## src/rtl/alu_ctrl_pkg.sv

```systemverilog
`default_nettype none
// ============================================================================
//  Module      : alu_ctrl_pkg
//  Description : Shared constants for the ALU control path: main-control op
//                classes, R-type funct encodings, ALU function codes and the
//                sequencer state encoding.
//  Config      : ALU_SEQ_DIV_EN (consumed by alu_func_decode) enables the
//                iterative divide.
//  Revision    : 1.0 - initial release
// ============================================================================
package alu_ctrl_pkg;

   // Main-control ALU op classes
   localparam logic [1:0] ALU_OP_ADD   = 2'b00;   // loads/stores: address add
   localparam logic [1:0] ALU_OP_SUB   = 2'b01;   // branches: compare by subtract
   localparam logic [1:0] ALU_OP_RTYPE = 2'b10;   // decode the funct field
   localparam logic [1:0] ALU_OP_RSVD  = 2'b11;   // reserved, always illegal

   // R-type funct field encodings
   localparam logic [5:0] FUNCT_SUB = 6'b001011;
   localparam logic [5:0] FUNCT_ADD = 6'b001101;
   localparam logic [5:0] FUNCT_AND = 6'b010010;
   localparam logic [5:0] FUNCT_OR  = 6'b100110;
   localparam logic [5:0] FUNCT_MUL = 6'b011000;
   localparam logic [5:0] FUNCT_DIV = 6'b011010;

   // ALU function codes
   localparam logic [5:0] FUNC_NOP = 6'b000000;
   localparam logic [5:0] FUNC_SUB = 6'b001001;
   localparam logic [5:0] FUNC_ADD = 6'b001010;
   localparam logic [5:0] FUNC_AND = 6'b010001;
   localparam logic [5:0] FUNC_OR  = 6'b100001;
   localparam logic [5:0] FUNC_MUL = 6'b011000;
   localparam logic [5:0] FUNC_DIV = 6'b011010;

   // Cycle-count width: iterative ops may take up to 256 cycles
   localparam int CYC_W = 9;

   // Sequencer state encoding
   typedef enum logic [0:0] {
      ST_IDLE = 1'b0,
      ST_BUSY = 1'b1
   } state_e;

endpackage : alu_ctrl_pkg
`default_nettype wire

```

## src/rtl/alu_func_decode.sv

```systemverilog
`default_nettype none
// ============================================================================
//  Module      : alu_func_decode
//  Description : Combinational ALU-control decoder. Maps the main-control op
//                class and funct field to an ALU function code and reports
//                whether the op is iterative, how many cycles it takes and
//                whether the request is undecodable.
//  Config      : ALU_SEQ_DIV_EN defined   -> divide is an iterative op of
//                                            DIV_CYCLES cycles.
//                ALU_SEQ_DIV_EN undefined -> divide decodes as illegal.
//  Revision    : 1.0 - initial release
// ============================================================================
module alu_func_decode
   import alu_ctrl_pkg::*;
#(
   parameter int FUNC_W     = 6,
   parameter int MUL_CYCLES = 4,
   parameter int DIV_CYCLES = 8
) (
   input  logic [1:0]        alu_op,
   input  logic [FUNC_W-1:0] funct,
   output logic [FUNC_W-1:0] func,
   output logic              is_multi,
   output logic [CYC_W-1:0]  cycles,
   output logic              illegal
);

`ifdef ALU_SEQ_DIV_EN
   localparam bit c_div_en = 1'b1;
`else
   localparam bit c_div_en = 1'b0;
`endif

   // Encodings resized to the configured funct width
   localparam logic [FUNC_W-1:0] c_ft_sub = FUNC_W'(FUNCT_SUB);
   localparam logic [FUNC_W-1:0] c_ft_add = FUNC_W'(FUNCT_ADD);
   localparam logic [FUNC_W-1:0] c_ft_and = FUNC_W'(FUNCT_AND);
   localparam logic [FUNC_W-1:0] c_ft_or  = FUNC_W'(FUNCT_OR);
   localparam logic [FUNC_W-1:0] c_ft_mul = FUNC_W'(FUNCT_MUL);
   localparam logic [FUNC_W-1:0] c_ft_div = FUNC_W'(FUNCT_DIV);

   localparam logic [CYC_W-1:0]  c_one_cyc = CYC_W'(1);
   localparam logic [CYC_W-1:0]  c_mul_cyc = CYC_W'(MUL_CYCLES);
   localparam logic [CYC_W-1:0]  c_div_cyc = CYC_W'(DIV_CYCLES);

   // Decode table; anything not listed falls through to NOP + illegal
   always_comb begin
      func     = FUNC_W'(FUNC_NOP);
      is_multi = 1'b0;
      cycles   = c_one_cyc;
      illegal  = 1'b0;
      case (alu_op)
         ALU_OP_ADD: func = FUNC_W'(FUNC_ADD);
         ALU_OP_SUB: func = FUNC_W'(FUNC_SUB);
         ALU_OP_RTYPE: begin
            case (funct)
               c_ft_sub: func = FUNC_W'(FUNC_SUB);
               c_ft_add: func = FUNC_W'(FUNC_ADD);
               c_ft_and: func = FUNC_W'(FUNC_AND);
               c_ft_or:  func = FUNC_W'(FUNC_OR);
               c_ft_mul: begin
                  func     = FUNC_W'(FUNC_MUL);
                  is_multi = 1'b1;
                  cycles   = c_mul_cyc;
               end
               c_ft_div: begin
                  // Divider hardware is optional; without it divide is undecodable
                  if (c_div_en) begin
                     func     = FUNC_W'(FUNC_DIV);
                     is_multi = 1'b1;
                     cycles   = c_div_cyc;
                  end else begin
                     illegal  = 1'b1;
                  end
               end
               default:  illegal = 1'b1;
            endcase
         end
         default: illegal = 1'b1;   // ALU_OP_RSVD
      endcase
   end

endmodule : alu_func_decode
`default_nettype wire

```

## src/rtl/alu_op_sequencer.sv

```systemverilog
`default_nettype none
// ============================================================================
//  Module      : alu_op_sequencer
//  Description : Registered ALU control unit with iterative multiply/divide
//                sequencing. Holds the function code steady while an
//                iterative op runs, counts down its remaining iterations and
//                signals completion with a one-cycle out_valid_o pulse.
//                ready_o depends on state only.
//  Config      : ALU_SEQ_DIV_EN enables the iterative divide (see
//                alu_func_decode); multiply is always present.
//  Revision    : 1.0 - initial release
// ============================================================================
module alu_op_sequencer
   import alu_ctrl_pkg::*;
#(
   parameter int FUNC_W     = 6,
   parameter int MUL_CYCLES = 4,
   parameter int DIV_CYCLES = 8,
   parameter int CNT_W      = 8
) (
   input  logic              clk_i,
   input  logic              rst_i,        // asynchronous, active-low
   input  logic              valid_i,
   output logic              ready_o,
   input  logic [1:0]        alu_op_i,
   input  logic [FUNC_W-1:0] funct_i,
   input  logic              flush_i,
   output logic [FUNC_W-1:0] func_o,
   output logic              multi_o,
   output logic              out_valid_o,
   output logic              illegal_o,
   output logic [CNT_W-1:0]  cnt_o
);

   localparam logic [0:0] S_IDLE = 1'(ST_IDLE);
   localparam logic [0:0] S_BUSY = 1'(ST_BUSY);

   localparam logic [CYC_W-1:0] c_cyc_one = CYC_W'(1);
   localparam logic [CNT_W-1:0] c_cnt_one = CNT_W'(1);

   // Registered state
   logic [0:0]        r_state;
   logic [FUNC_W-1:0] r_func;
   logic              r_multi;
   logic              r_out_valid;
   logic              r_illegal;
   logic [CNT_W-1:0]  r_cnt;

   // Decoder outputs
   logic [FUNC_W-1:0] w_dec_func;
   logic              w_dec_multi;
   logic [CYC_W-1:0]  w_dec_cycles;
   logic              w_dec_illegal;

   // Next-state values
   logic [0:0]        w_nxt_state;
   logic [FUNC_W-1:0] w_nxt_func;
   logic              w_nxt_multi;
   logic              w_nxt_out_valid;
   logic              w_nxt_illegal;
   logic [CNT_W-1:0]  w_nxt_cnt;

   logic              w_goes_busy;
   logic [CNT_W-1:0]  w_load_cnt;

   alu_func_decode #(
      .FUNC_W     (FUNC_W),
      .MUL_CYCLES (MUL_CYCLES),
      .DIV_CYCLES (DIV_CYCLES)
   ) u_decode (
      .alu_op   (alu_op_i),
      .funct    (funct_i),
      .func     (w_dec_func),
      .is_multi (w_dec_multi),
      .cycles   (w_dec_cycles),
      .illegal  (w_dec_illegal)
   );

   // A one-cycle iterative op completes like a single-cycle op and never enters BUSY
   assign w_goes_busy = w_dec_multi && !w_dec_illegal && (w_dec_cycles > c_cyc_one);
   // The accept cycle is the first iteration, so N-1 remain afterwards
   assign w_load_cnt  = CNT_W'(w_dec_cycles - c_cyc_one);

   // FSM transition, countdown and output-value selection; flush overrides all
   always_comb begin
      w_nxt_state     = r_state;
      w_nxt_func      = r_func;
      w_nxt_multi     = r_multi;
      w_nxt_cnt       = r_cnt;
      w_nxt_out_valid = 1'b0;
      w_nxt_illegal   = 1'b0;
      if (flush_i) begin
         w_nxt_state = S_IDLE;
         w_nxt_func  = FUNC_W'(FUNC_NOP);
         w_nxt_multi = 1'b0;
         w_nxt_cnt   = '0;
      end else begin
         case (r_state)
            S_IDLE: begin
               if (valid_i) begin
                  w_nxt_func    = w_dec_func;
                  w_nxt_illegal = w_dec_illegal;
                  if (w_goes_busy) begin
                     w_nxt_state = S_BUSY;
                     w_nxt_cnt   = w_load_cnt;
                     w_nxt_multi = 1'b1;
                  end else begin
                     w_nxt_out_valid = 1'b1;
                     w_nxt_multi     = 1'b0;
                     w_nxt_cnt       = '0;
                  end
               end
            end
            S_BUSY: begin
               // func_o is held; the <= guard also recovers from a zero count
               if (r_cnt <= c_cnt_one) begin
                  w_nxt_state     = S_IDLE;
                  w_nxt_out_valid = 1'b1;
                  w_nxt_multi     = 1'b0;
                  w_nxt_cnt       = '0;
               end else begin
                  w_nxt_cnt = r_cnt - c_cnt_one;
               end
            end
            default: begin
               w_nxt_state = S_IDLE;
               w_nxt_func  = FUNC_W'(FUNC_NOP);
               w_nxt_multi = 1'b0;
               w_nxt_cnt   = '0;
            end
         endcase
      end
   end

   // State and output registers; reset aborts any op with no completion pulse
   always_ff @(posedge clk_i or negedge rst_i) begin
      if (!rst_i) begin
         r_state     <= S_IDLE;
         r_func      <= FUNC_W'(FUNC_NOP);
         r_multi     <= 1'b0;
         r_out_valid <= 1'b0;
         r_illegal   <= 1'b0;
         r_cnt       <= '0;
      end else begin
         r_state     <= w_nxt_state;
         r_func      <= w_nxt_func;
         r_multi     <= w_nxt_multi;
         r_out_valid <= w_nxt_out_valid;
         r_illegal   <= w_nxt_illegal;
         r_cnt       <= w_nxt_cnt;
      end
   end

   assign ready_o     = (r_state == S_IDLE);
   assign func_o      = r_func;
   assign multi_o     = r_multi;
   assign out_valid_o = r_out_valid;
   assign illegal_o   = r_illegal;
   assign cnt_o       = r_cnt;

endmodule : alu_op_sequencer
`default_nettype wire

```

## config.mk

```make
export PLATFORM = sky130hd
export DESIGN_NAME = alu_op_sequencer
export DESIGN_NICKNAME = d
export VERILOG_FILES = /design/src/rtl/alu_ctrl_pkg.sv /design/src/rtl/alu_func_decode.sv /design/src/rtl/alu_op_sequencer.sv
export SDC_FILE = /design/constraint.sdc
export NUM_CORES = 1
export LEC_CHECK = 0
export CAP_MARGIN = 10
export CORE_MARGIN = 2
export CORE_UTILIZATION = 42
export DETAILED_ROUTE_END_ITERATION = 7
export GPL_ROUTABILITY_DRIVEN = 0
export PLACE_DENSITY = 0.71
export RECOVER_POWER = 25
export SETUP_SLACK_MARGIN = 0.02
export SYNTH_ARGS = -nofsm -noshare
export SYNTH_HDL_FRONTEND = slang
export SYNTH_SLANG_ARGS = --single-unit
export TNS_END_PERCENT = 5
```

## constraint.sdc

```tcl
create_clock -name clk_i -period 2.9 [get_ports clk_i]
set_input_delay 0.58 -clock clk_i [delete_from_list [all_inputs] [get_ports clk_i]]
set_output_delay 0.58 -clock clk_i [all_outputs]
set_load 0.01 [all_outputs]
```

Word-level counts from Yosys, hierarchy flattened
Cells that the tools add are included.
Widths: inputs -> output; s select.
- output and inout bits: 18
- latch bits: 0
- memories: 0
- memory bits (writable): 0
- flip-flop bits (word level): 18
- logic and storage cells: 63
- memory bits (read-only): 0
- shifts and indexed selects: 0
- $mul: 0
- mux-type cells: 33
- add/sub/neg operators: 2
- eq/ne operators: 10
- reductions and logical operators: 9
- bitwise logic cells: 1
- div/mod/pow operators: 0
- order comparisons: 2
- operators with widths (kind ; number):
    $mux 8 ; 4
    $pmux 6 s5 ; 1
    $mux 6 ; 3
    $pmux 6 s3 ; 1
    $mux 1 ; 17
    $pmux 8 s2 ; 1
    $sub 8x1->8 const B ; 2
    $eq 6x4->1 const B ; 2
    $eq 6x5->1 const B ; 2
    $gt 9x1->1 const B ; 1
    $le 8x1->1 const B ; 1
    $pmux 1 s2 ; 4
    $eq 6x6->1 const B ; 1
    $mux 3 ; 2
    $ne 3x2->1 const B ; 2
    $reduce_or 5->1 ; 1
    $reduce_and 2->1 ; 2
    $eq 2x1->1 const B ; 1
    $eq 2x2->1 const B ; 1
    $logic_and 1x1->1 ; 2
    $logic_not 2->1 ; 1
    $ne 2x2->1 const B ; 1
    $reduce_bool 2->1 ; 1
    $reduce_or 2->1 ; 1
    2 further kinds ; 2

Depth between registers and ports, before layout
- depth in word-level cells: 11
- depth in mapped cells: 9
- depth with buffers taken out: 8

Modules after synthesis
A second synthesis with hierarchy kept.
- cell total of the unflattened synthesis: 159
- area, all modules: 1407.6 µm²
- by module, submodules not included (module ; times used ; cells each ; area an instance (µm²)):
    alu_op_sequencer ; 1 ; 115 ; 1104.8
    alu_func_decode ; 1 ; 44 ; 302.8

Worst setup path after synthesis
No wires, ideal clock.
- kind: input-to-reg
- start: input port alu_op_i[0]
- end: register r_cnt[7], in the netlist cnt_o[7]
- setup slack: 0.108 ns
- arrival time: 2.705 ns
- required time: 2.813 ns
- stages: 9
- path buffers: 1
- cells stage by stage: buf_6 or3b_4 or3_4 clkinv_4 ha_1 or4bb_1 nor4_1 o211ai_1 o211ai_1
- longest elaborated chain between the ends: 10
- RTL lines (element ; line ; text):
    start: declaration ; alu_op_sequencer.sv:25 ; input logic [1:0] alu_op_i,
    branches (longest 6 deep; another with $gt 9x1->1) ; n/a ;
    $mux 8 (*) ; alu_op_sequencer.sv:103 ; if (w_goes_busy) begin
    $mux 8 (*) ; alu_op_sequencer.sv:100 ; if (valid_i) begin
    $pmux 8 s2 (*) ; alu_op_sequencer.sv:98 ; case (r_state)
    $mux 8 (*) ; alu_op_sequencer.sv:92 ; if (flush_i) begin
    end signal: assignment ; alu_op_sequencer.sv:150 ; r_cnt <= w_nxt_cnt;
    end: declaration ; alu_op_sequencer.sv:47 ; logic [CNT_W-1:0] r_cnt;
Every way passes the cells marked *. The select of a mux whose other input is x is not followed.
A chain may end at the register's enable or synchronous reset.

Worst setup path after layout
Same ends and word-level chain as after synthesis.

==> metrics <==
Final Skew 0.01705 ns; post-synth design cell area approximately 1200 um2; area grow syn2layout 36.79%; setup bufs post-CTS 0; Pwr Total 455.6 uW; DP HPWL 2215 um; Synth Flop Type dfrtp_1; top-area cell type share of the netlist area 36.36%; # resized after CTS 0; Finished Layout Cells roughly 210; hold buffers post-CTS 0; CP max-delay cell or4bb_1; Clk Latency, worst-skew pair a little under 0.3 ns; grt total ovfl 0; r2r startpoint cnt_o[0]; initial antenna violation count 0; minimum clock period after layout 2.808 ns; Sink Count 17; pwr dens between 200 and 300 nW/um2; Initial Util 43.17%; crit share post-route 96.83%; vias in the first global route 1104; largest net degree at the start of global routing 18; Die Width roughly 57 um; Post-synth EDFFs 0; post-synth cell types 45; DRC errors left 0; Worst setup SP type input pin; Critical Path End Type flop; Hold Crit Class flop to flop; CTS root buffer clkbuf_4; chip height around 57 um; fin area roughly 1600 um2; clk buf depth 2; worst path bufs/invs 3; critical path class input pin to flop; antenna cells 0; cell count after synthesis 137; Hold EP func_o[5]; FF-to-FF setup slack slightly above 0.9 ns; layout cells sized above 1 ~15%; Final Max Tran Viols 0; Hold Violations, Final 0; Req. time, crit path approximately 3.1 ns; WHS 0.5338 ns; unrepaired setup endpoints after global routing false; fmax around 360 MHz; Seq/Total Area, Yosys approximately 36%; r2r endpoint cnt_o[5]; final WL 2803 um; worst-path fanout max 3; synth top area cells dfrtp_1 (36%), nor2_1 (4.8%), ha_1 (4.3%); Crit path largest cell delay roughly 0.50 ns; post-synth net total roughly 150; global-route wire length before repair between 4000 and 5000 um; Rel. slew slack ~48%; status finished clean; Mapped Avg Cell Area approximately 8.5 um2; Total GRT Usage 18.59%; worst hold start func_o[5]; I/O pin count 30; final core utilization about three fifths; # setup viols final 0; num rows 19; max cap viols 0; R2R depth 6; core area roughly 2700 um2; Post-Place Worst Slack -0.2301 ns; Vias roughly 1200; DRT Pass-1 Iters 4; antenna-violating nets left 0; Inserted Clock Buffers 3; crit path DAT around 3.0 ns; TNS Setup 0 ns; dpl cell area approximately 1600 um2; placed cell count 205; CTS tree built; CTS H-tree depth 1; Peak VDD IR roughly 0.21 mV; starting DRC count in detailed routing 34; Hold Path Depth 2; Post-synth ARST share 100.0%; critical path's top delay family simple AND/OR/NAND/NOR gates; cells along the critical path clkdlybuf4s50_1 -> or3b_4 -> or3_4 -> clkinv_4 -> ha_1 -> or4bb_1 -> nor4_2 -> buf_4 -> nor2_1 -> o211ai_1; Post-layout nets about 200; Synth Warn # 0; Synth area leader dfrtp_1; Setup WS post-layout just over 0.09 ns; worst slew pin tran slightly below 0.8 ns; Yosys reg bits 17; Clock transition at path regs 0.11 ns; drt wl/cell between 10 and 15 um; DIE AREA 3223 um2; leakage between 0.6 and 0.7 nW; I/O Buffers 28; vias per cell approximately 5.6
-- layer usage --
layer	track usage (%)	up-vias	share of wire, %
met1	21.90	558	45
li1	-	574	-
met4	6.645	0	1.1
met3	3.456	4	3.6
met5	0	-	0
met2	33.39	30	50
-- worst reg2reg max path: stages, from the launching register on --
cell and delay, ns:
dfrtp_1 0.43, inv_1 0.08, ha_1 0.28, or2_2 0.33
a31oi_1 0.48, a21oi_1 0.14, o22ai_1 0.18
-- layout by cell type, fill, tap and decap left out, drive strengths merged, types with 4 or more instances in the layout --
cell           instances
clkdlybuf4s50         27
dfrtp                 17
nor2                  15
buf                   15
inv                   10
a21oi                  9
nand2                  8
nor4                   8
nand2b                 5
o22ai                  5
o21ai                  5
nand3b                 4
nor3                   4
ha                     4
clkbuf                 4
-- power breakdown --
part,internal [mW],switching (mW)
sequential,0.241,0.00167
combinational,0.0438,0.0423
clock,0.0534,0.0739
-- worst max-delay path by stage --
stage | from | to | slack, ns | depth (start not counted)
global placement | alu_op_i[1] | cnt_o[7] | -0.18 | 10
floorplan | alu_op_i[0] | cnt_o[7] | 0.11 | 9
global route | alu_op_i[0] | cnt_o[7] | 0.02 | 10
finish | alu_op_i[0] | cnt_o[7] | 0.09 | 10
detailed placement | alu_op_i[1] | cnt_o[7] | -0.23 | 10
CTS | alu_op_i[1] | cnt_o[7] | 0.05 | 10
-- Yosys cell counts, types with 3 or more instances --
cell / number
nand2b_1: 5
clkbuf_1: 4
dfrtp_1: 17
nand2_1: 8
inv_1: 10
ha_1: 4
nand3b_1: 4
nor2_1: 15
o21ai_0: 3
a21oi_1: 9
o22ai_1: 4
nor3_1: 4
nand3_1: 3
nor4_1: 8
-- registers in the layout, indices dropped and copies added, names as in the netlist --
signal / count
cnt_o: 8
func_o: 5
illegal_o: 1
multi_o: 1
out_valid_o: 1
r_state: 1
-- kinds of logic after synthesis --
group,Yosys count,synth area share [%]
other,1,0.3205
adders and majority gates,4,4.278
AOI/OAI and AO/OA,34,20.64
buffers and inverters,17,6.845
xor gates and xnor gates,2,1.498
and+or+nand+nor,62,30.05
DFF,17,36.36
-- layout make-up --
type / count / area [um2]
inverter: 11 / 46.29
tap: 31 / 38.79
timing repair buffer: 43 / 392.9
fill: 254 / 1110
sequential: 17 / 425.4
clock buffer: 4 / 26.28
multi-input combinational: 103 / 670.6
Power figures use the tool's default switching activity.
